## config.mk

```make
export PLATFORM = sky130hd
export DESIGN_NAME = wb_accel_dispatch
export DESIGN_NICKNAME = d
export VERILOG_FILES = /design/src/rtl/wb_accel_dispatch.sv
export SDC_FILE = /design/constraint.sdc
export NUM_CORES = 1
export LEC_CHECK = 0
export ABC_AREA = 1
export BUFFER_PORTS_ARGS = -buffer_cell sky130_fd_sc_hd__buf_2
export CORE_MARGIN = 8
export CORE_UTILIZATION = 35
export DETAILED_ROUTE_END_ITERATION = 10
export PLACE_DENSITY = 0.65
export SYNTH_ARGS = -nofsm -noshare
export SYNTH_HDL_FRONTEND = slang
export SYNTH_SLANG_ARGS = --single-unit
```

## constraint.sdc

```tcl
create_clock -name wb_clk_i -period 2.5 [get_ports wb_clk_i]
set_input_delay 0.5 -clock wb_clk_i [delete_from_list [all_inputs] [get_ports wb_clk_i]]
set_output_delay 0.5 -clock wb_clk_i [all_outputs]
set_load 0.01 [all_outputs]
```

## src/rtl/wb_accel_dispatch.sv

```systemverilog
// wb_accel_dispatch: Wishbone slave sequencing single transactions onto exmem, FIR lite/stream and MatMul stream targets.
module wb_accel_dispatch #(
   parameter int EXMEM_DELAY = 10,
   parameter int SM_DELAY    = 10,
   parameter int TIMEOUT     = 255,
   parameter int CW          = 8
) (
   input  logic        wb_clk_i,
   input  logic        wb_rst_i,
   input  logic        wbs_cyc_i,
   input  logic        wbs_stb_i,
   input  logic        wbs_we_i,
   input  logic [3:0]  wbs_sel_i,
   input  logic [31:0] wbs_adr_i,
   output logic        wbs_ack_o,
   output logic [31:0] wbs_dat_o,
   output logic        exmem_en,
   input  logic [31:0] exmem_rdata,
   output logic        fir_lite_req,
   input  logic        fir_lite_rdy,
   input  logic [31:0] fir_lite_rdata,
   output logic        fir_ss_tvalid,
   input  logic        fir_ss_tready,
   input  logic        fir_sm_tvalid,
   input  logic [31:0] fir_sm_tdata,
   output logic        fir_sm_tready,
   output logic        mm_ss_tvalid,
   input  logic        mm_ss_tready,
   input  logic        mm_sm_tvalid,
   input  logic [31:0] mm_sm_tdata,
   output logic        mm_sm_tready,
   output logic        err_o
);
   typedef enum logic [2:0] {IDLE, EXMEM, LITE, SS, SM, ACK} state_t;
   state_t state, dec;
   logic [CW-1:0] dcnt, tcnt;
   logic mm, we, req, ss_v, sm_v, sm_r, done, fir_hit, mm_hit, unused_adr;
   logic [31:0] rdata;
   assign unused_adr = ^{wbs_adr_i[19:12], wbs_adr_i[6:0]};
   assign req = wbs_cyc_i & wbs_stb_i;
   assign exmem_en = req && state == EXMEM;
   assign fir_lite_req = req && state == LITE;
   assign ss_v = req && state == SS;
   assign fir_ss_tvalid = ss_v & ~mm;
   assign mm_ss_tvalid = ss_v & mm;
   assign sm_v = mm ? mm_sm_tvalid : fir_sm_tvalid;
   // the stream-out beat is taken only once the valid-qualified delay has elapsed
   assign sm_r = req && state == SM && sm_v && dcnt == CW'(SM_DELAY);
   assign fir_sm_tready = sm_r & ~mm;
   assign mm_sm_tready = sm_r & mm;
   assign fir_hit = wbs_adr_i[31:20] == 12'h300 && wbs_adr_i[11:8] == 4'h0;
   assign mm_hit = wbs_adr_i[31:20] == 12'h300 && wbs_adr_i[11:8] == 4'h1;
   always_comb begin
      dec = (wbs_sel_i == 4'h0) ? ACK :
            (wbs_adr_i[31:20] == 12'h380) ? EXMEM :
            (fir_hit && !wbs_adr_i[7]) ? LITE :
            (fir_hit || mm_hit) ? (wbs_we_i ? SS : SM) : ACK;
      done = (state == EXMEM) ? dcnt == CW'(EXMEM_DELAY) :
             (state == LITE) ? fir_lite_req & fir_lite_rdy :
             (state == SS) ? ss_v & (mm ? mm_ss_tready : fir_ss_tready) :
             (state == SM) ? sm_r : 1'b0;
      rdata = (state == EXMEM) ? exmem_rdata :
              (state == LITE) ? (we ? 32'h0 : fir_lite_rdata) :
              (state == SM) ? (mm ? mm_sm_tdata : fir_sm_tdata) : 32'h0;
   end
   always_ff @(posedge wb_clk_i) begin
      if (wb_rst_i) begin
         state <= IDLE;
         dcnt <= '0;
         tcnt <= '0;
         err_o <= 1'b0;
         wbs_dat_o <= 32'h0;
         wbs_ack_o <= 1'b0;
         mm <= 1'b0;
         we <= 1'b0;
      end else begin
         wbs_ack_o <= 1'b0;
         case (state)
            IDLE: if (req) begin
               state <= dec;
               mm <= mm_hit;
               we <= wbs_we_i;
               if (dec == ACK) begin
                  wbs_ack_o <= 1'b1;
                  wbs_dat_o <= 32'hDEAD_BEEF;
                  err_o <= 1'b1;
               end
            end
            ACK: state <= IDLE;
            default: begin
               // abort beats completion, completion beats the watchdog
               if (!wbs_cyc_i) begin
                  state <= IDLE;
                  dcnt <= '0;
                  tcnt <= '0;
               end else if (done || tcnt == CW'(TIMEOUT)) begin
                  state <= ACK;
                  wbs_ack_o <= 1'b1;
                  wbs_dat_o <= done ? rdata : 32'hFFFF_FFFF;
                  err_o <= err_o | ~done;
                  dcnt <= '0;
                  tcnt <= '0;
               end else begin
                  tcnt <= tcnt + 1'b1;
                  if (state == EXMEM || (state == SM && sm_v)) dcnt <= dcnt + 1'b1;
               end
            end
         endcase
      end
   end
endmodule

```

=== Word-level counts from Yosys, hierarchy flattened ===
Index checks and enable logic that the tools add are counted.

* Bits in registers: 55
* Output and inout port bits: 40

* $add $sub $neg: 2
* Equal/unequal tests: 15
* Mux-type cells: 41
* Bitwise gates (word level): 12
* Reductions and logical operators: 24

{| class="wikitable"
|+ Operator list
! cell !! count
|-
| 2-to-1 mux 32 bit || 10
|-
| one-hot mux 32 bit (2 select lines) || 1
|-
| 2-to-1 mux 8 bit || 5
|-
| equality test 12 x 10 -> 1 bit (second input constant) || 2
|-
| 2-to-1 mux 3 bit || 8
|-
| adder 8 x 1 -> 8 bit (second input constant) || 2
|-
| 2-to-1 mux 1 bit || 14
|-
| logical AND 1 bit || 10
|-
| equality test 3 bit (second input constant) || 3
|-
| equality test 8 x 4 -> 1 bit (second input constant) || 1
|-
| equality test 8 bit (second input constant) || 1
|-
| zero test 4 bit || 2
|-
| bitwise AND 1 bit || 7
|-
| equality test 3 x 2 -> 1 bit (second input constant) || 2
|-
| one-hot mux 3 bit (2 select lines) || 1
|-
| AND reduction 2 bit || 3
|-
| AND reduction 5 bit || 1
|-
| equality test 4 x 1 -> 1 bit (second input constant) || 1
|-
| inequality test 2 bit (second input constant) || 2
|-
| inequality test 4 x 1 -> 1 bit (second input constant) || 1
|-
| NOT 1 bit || 4
|-
| one-hot mux 1 bit (2 select lines) || 2
|-
| nonzero test 2 bit || 2
|-
| equality test 3 x 1 -> 1 bit (second input constant) || 1
|-
| 6 further kinds || 8
|}

=== Logic depth before layout (Yosys ltp) ===
* Word-level depth: 13
* Depth in mapped cells: 15

=== Worst setup path before layout ===
OpenSTA, ideal clock, no wires.

* Path type: input -> register
* Start: input port wbs_adr_i[25]
* End: register wbs_dat_o[10]
* Arrival: 1.806 ns
* Required time: 2.429 ns
* Path slack: 0.623 ns
* Stages on the path: 12
* Cell sequence: or2_1 > nor2_1 > nand3_1 > nor2_2 > nand2_1 > nand2_1 > nand2_1 > nand3_4 > buf_6 > buf_6 > nand3_1 > a21oi_1

* Longest elaborated chain between the ends: 10

{| class="wikitable"
|+ RTL lines
! element !! line !! text
|-
| start: declaration || 14 || <nowiki>input logic [31:0] wbs_adr_i,</nowiki>
|-
| equality test 12 x 10 -> 1 bit || 51, 52 ||
|-
| logical AND 1 bit, on equally long branches || 51, 52 ||
|-
| logical OR 1 bit || 57 || <nowiki>(fir_hit || mm_hit) ? (wbs_we_i ? SS : SM) : ACK;</nowiki>
|-
| 2-to-1 mux 3 bit || 57 ||
|-
| 2-to-1 mux 3 bit || 56 || <nowiki>(fir_hit && !wbs_adr_i[7]) ? LITE :</nowiki>
|-
| 2-to-1 mux 3 bit (*) || 55 || <nowiki>(wbs_adr_i[31:20] == 12'h380) ? EXMEM :</nowiki>
|-
| 2-to-1 mux 3 bit (*) || 54 || <nowiki>dec = (wbs_sel_i == 4'h0) ? ACK :</nowiki>
|-
| equality test 3 bit (*) || 83 || <nowiki>if (dec == ACK) begin</nowiki>
|-
| inequality test 2 bit (no line) (*) || -- ||
|-
| AND reduction 5 bit (no line) (*) || -- ||
|-
| end signal: assignment || 99 || <nowiki>wbs_dat_o <= done ? rdata : 32'hFFFF_FFFF;</nowiki>
|-
| end: declaration || 16 || <nowiki>output logic [31:0] wbs_dat_o,</nowiki>
|}

Every way passes the cells marked *; elsewhere a longest branch is shown, timed or not.
A chain may end at the register's enable or synchronous reset.

=== Worst setup path in the final report ===
* Start: register state[0]
* End: output port fir_sm_tready

* Longest elaborated chain between the ends: 5

{| class="wikitable"
|+ RTL lines
! element !! line !! text
|-
| start: declaration || 35 || <nowiki>state_t state, dec;</nowiki>
|-
| start signal: assignment || 68 || <nowiki>state <= IDLE;</nowiki>
|-
| start signal: assignment || 80 || <nowiki>state <= dec;</nowiki>
|-
| start signal: assignment || 89 || <nowiki>ACK: state <= IDLE;</nowiki>
|-
| equality test 3 bit || 48 || <nowiki>assign sm_r = req && state == SM && sm_v && dcnt == CW'(SM_DELAY);</nowiki>
|-
| logical AND 1 bit (3 in a row) || 48 ||
|-
| bitwise AND 1 bit || 49 || <nowiki>assign fir_sm_tready = sm_r & ~mm;</nowiki>
|-
| end: declaration || 26 || <nowiki>output logic fir_sm_tready,</nowiki>
|}

No other way between the ends.

==> key figures <==
Run status
  • Status: completed

Timing
  • Slew @ Worst Pin: slightly above 700 ps
  • Post-route setup TNS: 0 ps
  • RSZ-0062 raised after global routing: false
  • Final setup skew: between 15 and 20 ps
  • Final setup violating endpoints: 0
  • Hold violation count in the final report: 0
  • Max-slew violation count: 0
  • FMAX: between 400 and 500 MHz
  • Worst relative slew slack: 0.5305
  • Time the worst path needs with I/O delays and setup: about 2200 ps
  • Tcrit/Tclk final: 0.8871

Die
  • Row cnt: 38
  • Core Area: about 0.011 mm2
  • Die Y-Extent: roughly 120 um
  • Die extent in x: between 100 and 150 um
  • Io pins: about 210
  • Initial Util: 0.3586
  • Die area: roughly 0.015 mm2

Min path
  • Hold Path Class: primary input to register
  • Min-delay src: wbs_we_i
  • Hold Path Stages: 3
  • Worst hold endpoint: we

Finish
  • Filler cell count in the final layout: 1150
  • Post-route core utilization: 0.4636
  • Design area: just over 0.005 mm2
  • Layout cell share with drive strength beyond 1: 0.3653
  • Most common cell after layout, fill and taps aside: buf_2
  • Commonest non-fill, non-tap cells in the layout: buf_2, nand2_1, nor2_1, nand3_1, dfxtp_1
  • Syn-to-layout area delta: 29.29%
  • Total Nets Final: 948
  • Ant. Diodes: 0

Synthesis
  • Yosys top cell area share: 0.2832
  • Register area share after synthesis: 0.2832
  • Syn_nets: slightly below 800
  • Top cell type by total area after synthesis: dfxtp_1
  • Post-synth cell types: 38
  • Netlist Area Pre-Place: roughly 0.004 mm2
  • Dominant cells by area after synthesis: dfxtp_1, nand2_1, nand3_1
  • Ys Warns: 0
  • Avg Cell Area, Syn: between 6 and 7 um2
  • Mapped Cells: ~590
  • Yosys reg bits: 55

Drt
  • DR WL/cell: roughly 15 um
  • Drt first pass iters: 4
  • Vias per inst: ~5.3
  • ANT nets after route: 0
  • Final wirelength: between 10000 and 15000 um
  • Via count: 4788
  • Initial DRC Count: 347
  • # DRC: 0

CTS
  • Skew-Pair Late Insertion Delay: about 320 ps
  • H-Tree Depth: 2
  • Post-CTS sizing: 0
  • CTS tree: done
  • Clock sink count: 55
  • Hold_buf cts: 0
  • Clk root buf: clkbuf_8
  • Num CTS Buffers: 5
  • Longest Clk Path Bufs: 2
  • Clock edge transition at the registers on the reported setup and hold paths: approximately 120 ps
  • Setup repair bufs after CTS: 0

Setup path
  • Slowest-stage cell, CP: dfxtp_1
  • Setup CP Type: register to output port
  • Required time worst endpoint: approximately 2000 ps
  • Reg-to-reg startpoint: dcnt[0]
  • CP max stage delay: approximately 360 ps
  • Reg2reg end: wbs_dat_o[24]
  • Reg-to-reg slack, setup: 350 ps
  • Most frequent CP cell: nor2_1
  • Stages on the worst setup path: 7
  • CP arrival: around 1700 ps
  • CP Buf/Inv Count: 2
  • Max FO, Critical Path: 14
  • Critical Path, Cell by Cell: nor2_1 -> nand2_2 -> buf_4 -> a21oi_1 -> nand3_1 -> nor2_1 -> buf_2
  • CP startpoint kind: register
  • Crit. End Element: output port
  • Reg2reg path depth: 15
  • CP top delay family: simple AND/OR/NAND/NOR gates

Global routing
  • Remaining Overflow, GRT: 0
  • GRT Overall Usage: 0.1851
  • Initial antenna violation count: 0
  • First-pass GRT wire length: 22800 um
  • Via count of the first global-routing pass: 4736
  • Largest net degree at the start of global routing: 35

Placement
  • Post-DP Area: approximately 0.005 mm2
  • HPWL Detailed: between 10000 and 15000 um
  • RePlAce Congestion: around 0.9
  • Port-buffer cells: 198

Power and ir drop
  • VDD IR-drop max: ~650 uV
  • Leakage power: 0.002249 uW
  • Pwr/cell area: between 900 and 1000 mW/mm2

Job
  • Max-cap violations: 0
-- logic make-up (layout without fill, tap and decap cells) --
group | after synthesis | count (layout) | synth area share
AND/OR/NAND/NOR | 354 | 354 | 0.4432
AO/OA/AOI/OAI | 105 | 105 | 0.1648
buffers and inverters | 71 | 249 | 0.08561
flip-flops | 55 | 55 | 0.2832
XOR/XNOR | 6 | 6 | 0.01352
adder cells (fa/ha/maj) | 3 | 3 | 0.009657
-- cells in the mapped netlist (all sizes together) --
master / number
a31oi: 9
o31ai: 3
nor2: 79
nand2: 139
o211ai: 20
o21ai: 19
ha: 3
inv: 33
dfxtp: 55
a21oi: 51
nor3: 4
o311ai: 1
a21boi: 1
clkinv: 1
or2: 23
nand4: 28
xor2: 6
buf: 15
nor3b: 2
nand3: 79
a22oi: 1
clkbuf: 22
-- routing by layer --
metal  global-route usage  wire [um]  up-vias  part of all wire
met5                    0          0        -                 0
met4              0.04241        206        0             0.015
met3              0.03537       1167       19             0.083
met2               0.3281       6663      219              0.47
met1               0.2249       6094     2180              0.43
li1                     -          -     2370                 -
-- power by group --
part	switching (uW)	internal, uW	leakage, uW
combinational	1810	974	0.00175
sequential	194	1150	0.000450
clock	323	209	0.0000502
total	2330	2340	0.00225
-- flip-flops by register name, indices dropped and copies added (netlist names) --
name       flops
err_o          1
tcnt           8
wbs_ack_o      1
wbs_dat_o     32
we             1
dcnt           8
state          3
mm             1
-- tightest hold or removal path: stages --
cell     delay [ps]
buf_2           110
inv_1            50
a21oi_1          50
-- worst max-delay path by stage --
stage	slack [ps]	startpoint	to
floorplan	620	wbs_adr_i[25]	wbs_dat_o[10]
detailed placement	250	wbs_cyc_i	wbs_dat_o[14]
global route	50	state[0]	fir_sm_tready
finish	280	state[0]	fir_sm_tready
CTS	280	state[0]	fir_sm_tready
global placement	280	wbs_cyc_i	wbs_dat_o[8]
-- layout make-up --
type	instances	area, um2	share of cell area
clock buffer	5	68.82	0.01369
clock inverter	3	28.78	0.005726
inverter	34	127.6	0.02539
multi-input combinational	468	2454	0.4882
sequential	55	1101	0.2191
tap	140	175.2	0.03485
timing repair buffer	207	1071	0.2131
-- metrics by stage --
step	power, uW	worst slack (ps)	hold WS [ps]	instances
2_1_floorplan	3354	622.8	461.3	594
3_3_place_gp	4118	278.6	440.1	904
3_5_place_dp	4173	254.5	441.6	904
4_1_cts	4723	282.4	427.1	912
5_1_grt	5115	52.74	454.8	912
6_report	4668	282.3	439.4	912
Power figures use the tool's default switching activity.
